[config.mk]
export PLATFORM = sky130hd
export DESIGN_NAME = ram_arbiter
export DESIGN_NICKNAME = d
export VERILOG_FILES = /design/src/rtl/ram_arbiter_pkg.sv /design/src/rtl/ram_arbiter_rr_arb2.sv /design/src/rtl/ram_arbiter.sv
export SDC_FILE = /design/constraint.sdc
export NUM_CORES = 1
export LEC_CHECK = 0
export ABC_AREA = 1
export CAP_MARGIN = 20
export CORE_ASPECT_RATIO = 1.1
export CORE_MARGIN = 2
export CORE_UTILIZATION = 41
export CTS_CLUSTER_DIAMETER = 150
export CTS_CLUSTER_SIZE = 14
export DETAILED_ROUTE_END_ITERATION = 10
export GPL_TIMING_DRIVEN = 1
export PLACE_DENSITY = 0.79
export REMOVE_ABC_BUFFERS = 1
export SLEW_MARGIN = 20
export SYNTH_ARGS = -nofsm -noshare
export SYNTH_HDL_FRONTEND = slang
export SYNTH_SLANG_ARGS = --single-unit
[constraint.sdc]
create_clock -name clk -period 1.5 [get_ports clk]
set_input_delay 0.45 -clock clk [delete_from_list [all_inputs] [get_ports clk]]
set_output_delay 0.45 -clock clk [all_outputs]
set_load 0.005 [all_outputs]
[src/rtl/ram_arbiter_pkg.sv]
// Shared types and default sizes for the two-port RAM arbiter.
// Imported by the arbiter top and its bench.
package ram_arbiter_pkg;

  localparam int DATA_W_DEF = 10;
  localparam int ADDR_W_DEF = 8;
  localparam int RD_LAT_DEF = 1;

  typedef enum logic [1:0] {
    ST_IDLE   = 2'd0,
    ST_ACCESS = 2'd1,
    ST_WAIT   = 2'd2,
    ST_DONE   = 2'd3
  } state_e;

endpackage

[src/rtl/ram_arbiter_rr_arb2.sv]
// Two-requester round-robin pick: ties go to the port that
// did not win last time.
module rr_arb2 (
  input  logic req0,
  input  logic req1,
  input  logic last,
  output logic gnt,
  output logic valid
);

  always_comb begin
    valid = req0 | req1;
    case ({req1, req0})
      2'b11:   gnt = ~last;
      2'b10:   gnt = 1'b1;
      default: gnt = 1'b0;
    endcase
  end

endmodule

[src/rtl/ram_arbiter.sv]
// Round-robin sequencer serialising two requesters onto one
// single-port RAM; owns all RAM control pins.
module ram_arbiter
  import ram_arbiter_pkg::*;
#(
  parameter int DATA_W = DATA_W_DEF,
  parameter int ADDR_W = ADDR_W_DEF,
  parameter int RD_LAT = RD_LAT_DEF
) (
  input  logic              clk,
  input  logic              rst,
  input  logic              req0,
  input  logic              req1,
  input  logic              we0,
  input  logic              we1,
  input  logic [ADDR_W-1:0] addr0,
  input  logic [ADDR_W-1:0] addr1,
  input  logic [DATA_W-1:0] wdata0,
  input  logic [DATA_W-1:0] wdata1,
  output logic              ack0,
  output logic              ack1,
  output logic [DATA_W-1:0] rdata0,
  output logic [DATA_W-1:0] rdata1,
  output logic              ram_en,
  output logic              ram_we,
  output logic [ADDR_W-1:0] ram_addr,
  output logic [DATA_W-1:0] ram_din,
  input  logic [DATA_W-1:0] ram_dout,
  output logic              ram_rst
);

  localparam int CNT_W = $clog2(RD_LAT + 1);

  state_e state_q, state_d;
  logic   winner_q, winner_d;
  logic   last_q, last_d;
  logic [CNT_W-1:0] cnt_q, cnt_d;
  logic   ram_en_q, ram_en_d;
  logic   ram_we_q, ram_we_d;
  logic [ADDR_W-1:0] ram_addr_q, ram_addr_d;
  logic [DATA_W-1:0] ram_din_q, ram_din_d;
  logic [DATA_W-1:0] rdata0_q, rdata0_d;
  logic [DATA_W-1:0] rdata1_q, rdata1_d;

  logic gnt, gnt_valid;
  logic sel_we;
  logic [ADDR_W-1:0] sel_addr;
  logic [DATA_W-1:0] sel_wdata;
  logic grant, rd_last;

  rr_arb2 u_arb (
    .req0  (req0),
    .req1  (req1),
    .last  (last_q),
    .gnt   (gnt),
    .valid (gnt_valid)
  );

  assign sel_we    = gnt ? we1    : we0;
  assign sel_addr  = gnt ? addr1  : addr0;
  assign sel_wdata = gnt ? wdata1 : wdata0;
  assign grant     = (state_q == ST_IDLE) && gnt_valid;
  assign rd_last   = (state_q == ST_WAIT) && (cnt_q == '0);

  always_ff @(posedge clk) begin
    if (rst) begin
      state_q    <= ST_IDLE;
      winner_q   <= 1'b0;
      last_q     <= 1'b1;
      cnt_q      <= '0;
      ram_en_q   <= 1'b0;
      ram_we_q   <= 1'b0;
      ram_addr_q <= '0;
      ram_din_q  <= '0;
      rdata0_q   <= '0;
      rdata1_q   <= '0;
    end else begin
      state_q    <= state_d;
      winner_q   <= winner_d;
      last_q     <= last_d;
      cnt_q      <= cnt_d;
      ram_en_q   <= ram_en_d;
      ram_we_q   <= ram_we_d;
      ram_addr_q <= ram_addr_d;
      ram_din_q  <= ram_din_d;
      rdata0_q   <= rdata0_d;
      rdata1_q   <= rdata1_d;
    end
  end

  // ram_we_q is still the op type while in ACCESS
  always_comb begin
    state_d = state_q;
    cnt_d   = cnt_q;
    unique case (state_q)
      ST_IDLE: begin
        if (gnt_valid) state_d = ST_ACCESS;
      end
      ST_ACCESS: begin
        if (ram_we_q) begin
          state_d = ST_DONE;
        end else begin
          state_d = ST_WAIT;
          cnt_d   = CNT_W'(RD_LAT - 1);
        end
      end
      ST_WAIT: begin
        if (cnt_q == '0) state_d = ST_DONE;
        else             cnt_d   = cnt_q - CNT_W'(1);
      end
      default: state_d = ST_IDLE;
    endcase
  end

  always_comb begin
    winner_d   = winner_q;
    last_d     = last_q;
    ram_en_d   = 1'b0;
    ram_we_d   = 1'b0;
    ram_addr_d = ram_addr_q;
    ram_din_d  = ram_din_q;
    rdata0_d   = rdata0_q;
    rdata1_d   = rdata1_q;
    if (grant) begin
      winner_d   = gnt;
      last_d     = gnt;
      ram_en_d   = 1'b1;
      ram_we_d   = sel_we;
      ram_addr_d = sel_addr;
      ram_din_d  = sel_wdata;
    end
    if (rd_last) begin
      if (winner_q) rdata1_d = ram_dout;
      else          rdata0_d = ram_dout;
    end
  end

  always_comb begin
    ack0     = (state_q == ST_DONE) && !winner_q;
    ack1     = (state_q == ST_DONE) &&  winner_q;
    rdata0   = rdata0_q;
    rdata1   = rdata1_q;
    ram_en   = ram_en_q;
    ram_we   = ram_we_q;
    ram_addr = ram_addr_q;
    ram_din  = ram_din_q;
    ram_rst  = rst;
  end

endmodule

==> metrics.md <==
| Metric | Value |
|---|---|
| Wirelength, routed | 5.51 mm |
| Synth Flop Type | dfxtp_1 |
| CTS hold repair buffers | 0 |
| Hold Path Class | reg -> reg |
| IO Count | 95 |
| Final setup viols | 0 |
| Clock tree from TritonCTS | yes |
| Gpl congestion | 0.779 |
| Area growth syn-to-layout | 62.9% |
| Pleak | 1.57 nW |
| Status | finished, final reports clean |
| Number of port buffers | 94 |
| Final Slew Violations | 0 |
| Nature of the critical path startpoint | flip-flop |
| Unrepaired setup endpoints after global routing | yes |
| Worst Hold End | rdata1[3]$_SDFFE_PP0P_ |
| Crit share post-route | 0.992 |
| Grt ovf | 0 |
| Post-synth ARST share | 0 |
| Max Fclk | 672 MHz |
| Final ANT Viol Nets | 0 |
| Yosys cell types | 24 |
| WL per Instance | 12.6 um |
| Worst Min Path Start | rdata1[3]$_SDFFE_PP0P_ |
| # Max-Cap Violations | 0 |
| Hold path depth | 2 |
| Initial DRC count | 71 |
| Setup CP Type | reg -> out |
| Syn Std Cell Area | 0.00201 mm^2 |
| Die height | 77.5 um |
| DR DRC count | 0 |
| Num rows | 26 |
| Worst Path Max Fanout | 2 |
| WP data arrival | 1.04 ns |
| First-pass GRT wire length | 8.82 mm |
| Clock sinks | 44 |
| Final nets | 436 |
| Fin. Hold Viols | 0 |
| Final min period | 1.49 ns |
| Vias | 2152 |
| Vias per inst | 4.92 |
| Synth Instances | 272 |
| Final instance area | 0.00328 mm^2 |
| Placed Instance Area | 0.00310 mm^2 |
| RR Endpoint | ram_din[0]$_SDFFE_PP0P_ |
| Proportion of layout cells with a drive suffix above 1 | 0.176 |
| Die Area | 0.00548 mm^2 |
| Tot GR Track Use | 0.196 |
| Vias in the first global route | 2030 |
| Commonest non-fill, non-tap cell in the layout | nor2_1 |
| Horiz. Die Dim | 70.8 um |
| Clk buf depth | 2 |
| Initial antenna violation count | 0 |
| Syn Area/Cell | 7.40 um^2 |
| Post-synth EDFFs | 0 |
| Worst-skew pair later-pin latency | 0.30 ns |
| Fill count | 421 |
| CP endpoint kind | output port |
| CTS root buf | clkbuf_8 |
| Skew final | 0.00587 ns |
| Tot Pwr | 5.20 mW |
| Dpl hpwl | 3.91 mm |
| Num CTS Buffers | 5 |
| Worst-margin pin slew | 0.271 ns |
| Req. time, crit path | 1.05 ns |
| Final core occ | 0.700 |
| Syn. warnings | 0 |
| Worst R2R Path Depth | 10 |
| Sequential fraction of the synthesis area | 0.438 |
| Worst R2R Setup Slack | 0.04 ns |
| Pwr per Cell Area | 1590 mW/mm^2 |
| Reg2reg start | state_q[0]$_SDFFE_PP0P_ |
| H-tree levels | 2 |
| Max rail drop VDD | 0.000819 V |
| Slew margin rel. | 0.817 |
| Largest net degree at the start of global routing | 35 |
| Clk slew on worst S/H paths | 0.09 ns |
| Pre-Repair DR Iteration Count | 4 |
| Core region area | 0.00468 mm^2 |
| Most frequent cells in the layout | nor2_1 (76), clkdlybuf4s50_1 (48), dlygate4sd2_1 (42), nand2_1 (30), dfxtp_1 (29) |
| Post-synthesis register bit count | 44 |
| Initial Util | 0.429 |
| Antenna diodes | 0 |
==> metrics by stage <==
stage / setup TNS [ns] / instances / setup slack, ns / hold WS, ns
4_1_cts: 0 / 432 / 0.00123 / 0.483
3_5_place_dp: -7.69 / 423 / -0.399 / 0.472
3_3_place_gp: -6.56 / 423 / -0.372 / 0.461
5_1_grt: -0.0710 / 437 / -0.0413 / 0.508
6_report: 0 / 437 / 0.0114 / 0.479
2_1_floorplan: 0 / 255 / 0.0142 / 0.462
==> where the power goes <==
part / internal [mW] / total (mW) / switching, mW
registers: 1.57 / 1.77 / 0.200
logic: 1.32 / 2.52 / 1.20
clock network: 0.493 / 0.907 / 0.414
total: 3.38 / 5.20 / 1.82
==> layer usage <==
layer	vias up	GRT usage	routed length, um
met5	-	0	0
met3	8	0.0636	472
met4	0	0.0604	80
li1	1100	-	-
met1	961	0.220	2280
met2	83	0.349	2680
==> area by class of cell <==
class | instances | area [um^2] | area share
clock buffer | 5 | 68.8 | 0.0210
clock inverter | 3 | 42.5 | 0.0130
multi-input combinational | 200 | 1000 | 0.306
timing repair buffer | 118 | 1140 | 0.348
tap | 56 | 70.1 | 0.0214
sequential | 44 | 902 | 0.275
inverter | 11 | 48.8 | 0.0149
==> worst max-delay path, cell delays in order, from the launching register on <==
cell and delay [ns]:
dfxtp_2 0.37, ha_4 0.14, inv_2 0.04, nor2_2 0.08, buf_2 0.11
==> repair_timing <==
item / 4_1_cts / 5_1_grt
cloned: 0 / 1
pin swaps: 2 / 5
endpoints found under the setup margin: 43 / 35
gates resized for setup: 77 / 17
buffers inserted: 1 / 6
==> state kept, by name, summed over array words and instances, names as in the netlist <==
register  count
last_q        1
winner_q      1
state_q       2
ram_we        1
rdata0       10
rdata1       10
ram_din      10
ram_addr      8
ram_en        1
==> worst max path at each step <==
stage	startpoint	depth (start not counted)	to	slack, ns
final	state_q[0]$_SDFFE_PP0P_	4	ack0	0.01
after global placement	rst	2	ram_rst	-0.37
after global routing	state_q[0]$_SDFFE_PP0P_	4	ack0	-0.04
after detailed placement	rst	2	ram_rst	-0.40
after floorplan	state_q[0]$_SDFFE_PP0P_	7	rdata0[0]$_SDFFE_PP0P_	0.01
after CTS	state_q[0]$_SDFFE_PP0P_	4	ack0	0.001
==> synthesized netlist by cell type, types with 2 or more instances <==
cell | number | share of area
nor2_1 | 79 | 0.15
dfxtp_1 | 44 | 0.44
nand2_1 | 30 | 0.056
o21ai_0 | 30 | 0.075
nand3_1 | 22 | 0.055
a21boi_0 | 16 | 0.060
o21ai_1 | 9 | 0.022
inv_1 | 8 | 0.015
clkbuf_1 | 5 | 0.0093
buf_4 | 4 | 0.015
ha_1 | 4 | 0.025
a21oi_1 | 3 | 0.0075
a21boi_1 | 2 | 0.0075
buf_2 | 2 | 0.0050
buf_6 | 2 | 0.011
buf_8 | 2 | 0.015
clkinv_1 | 2 | 0.0037
nand2_2 | 2 | 0.0062
==> logic make-up after synthesis <==
logic type	after synthesis	synth area share
DFF	44	0.438
buffers and inverters	28	0.0815
AOI/OAI and AO/OA	61	0.176
adders and majority gates	4	0.0249
and+or+nand+nor	135	0.280
Note: power is estimated with default switching activity, not from simulation.
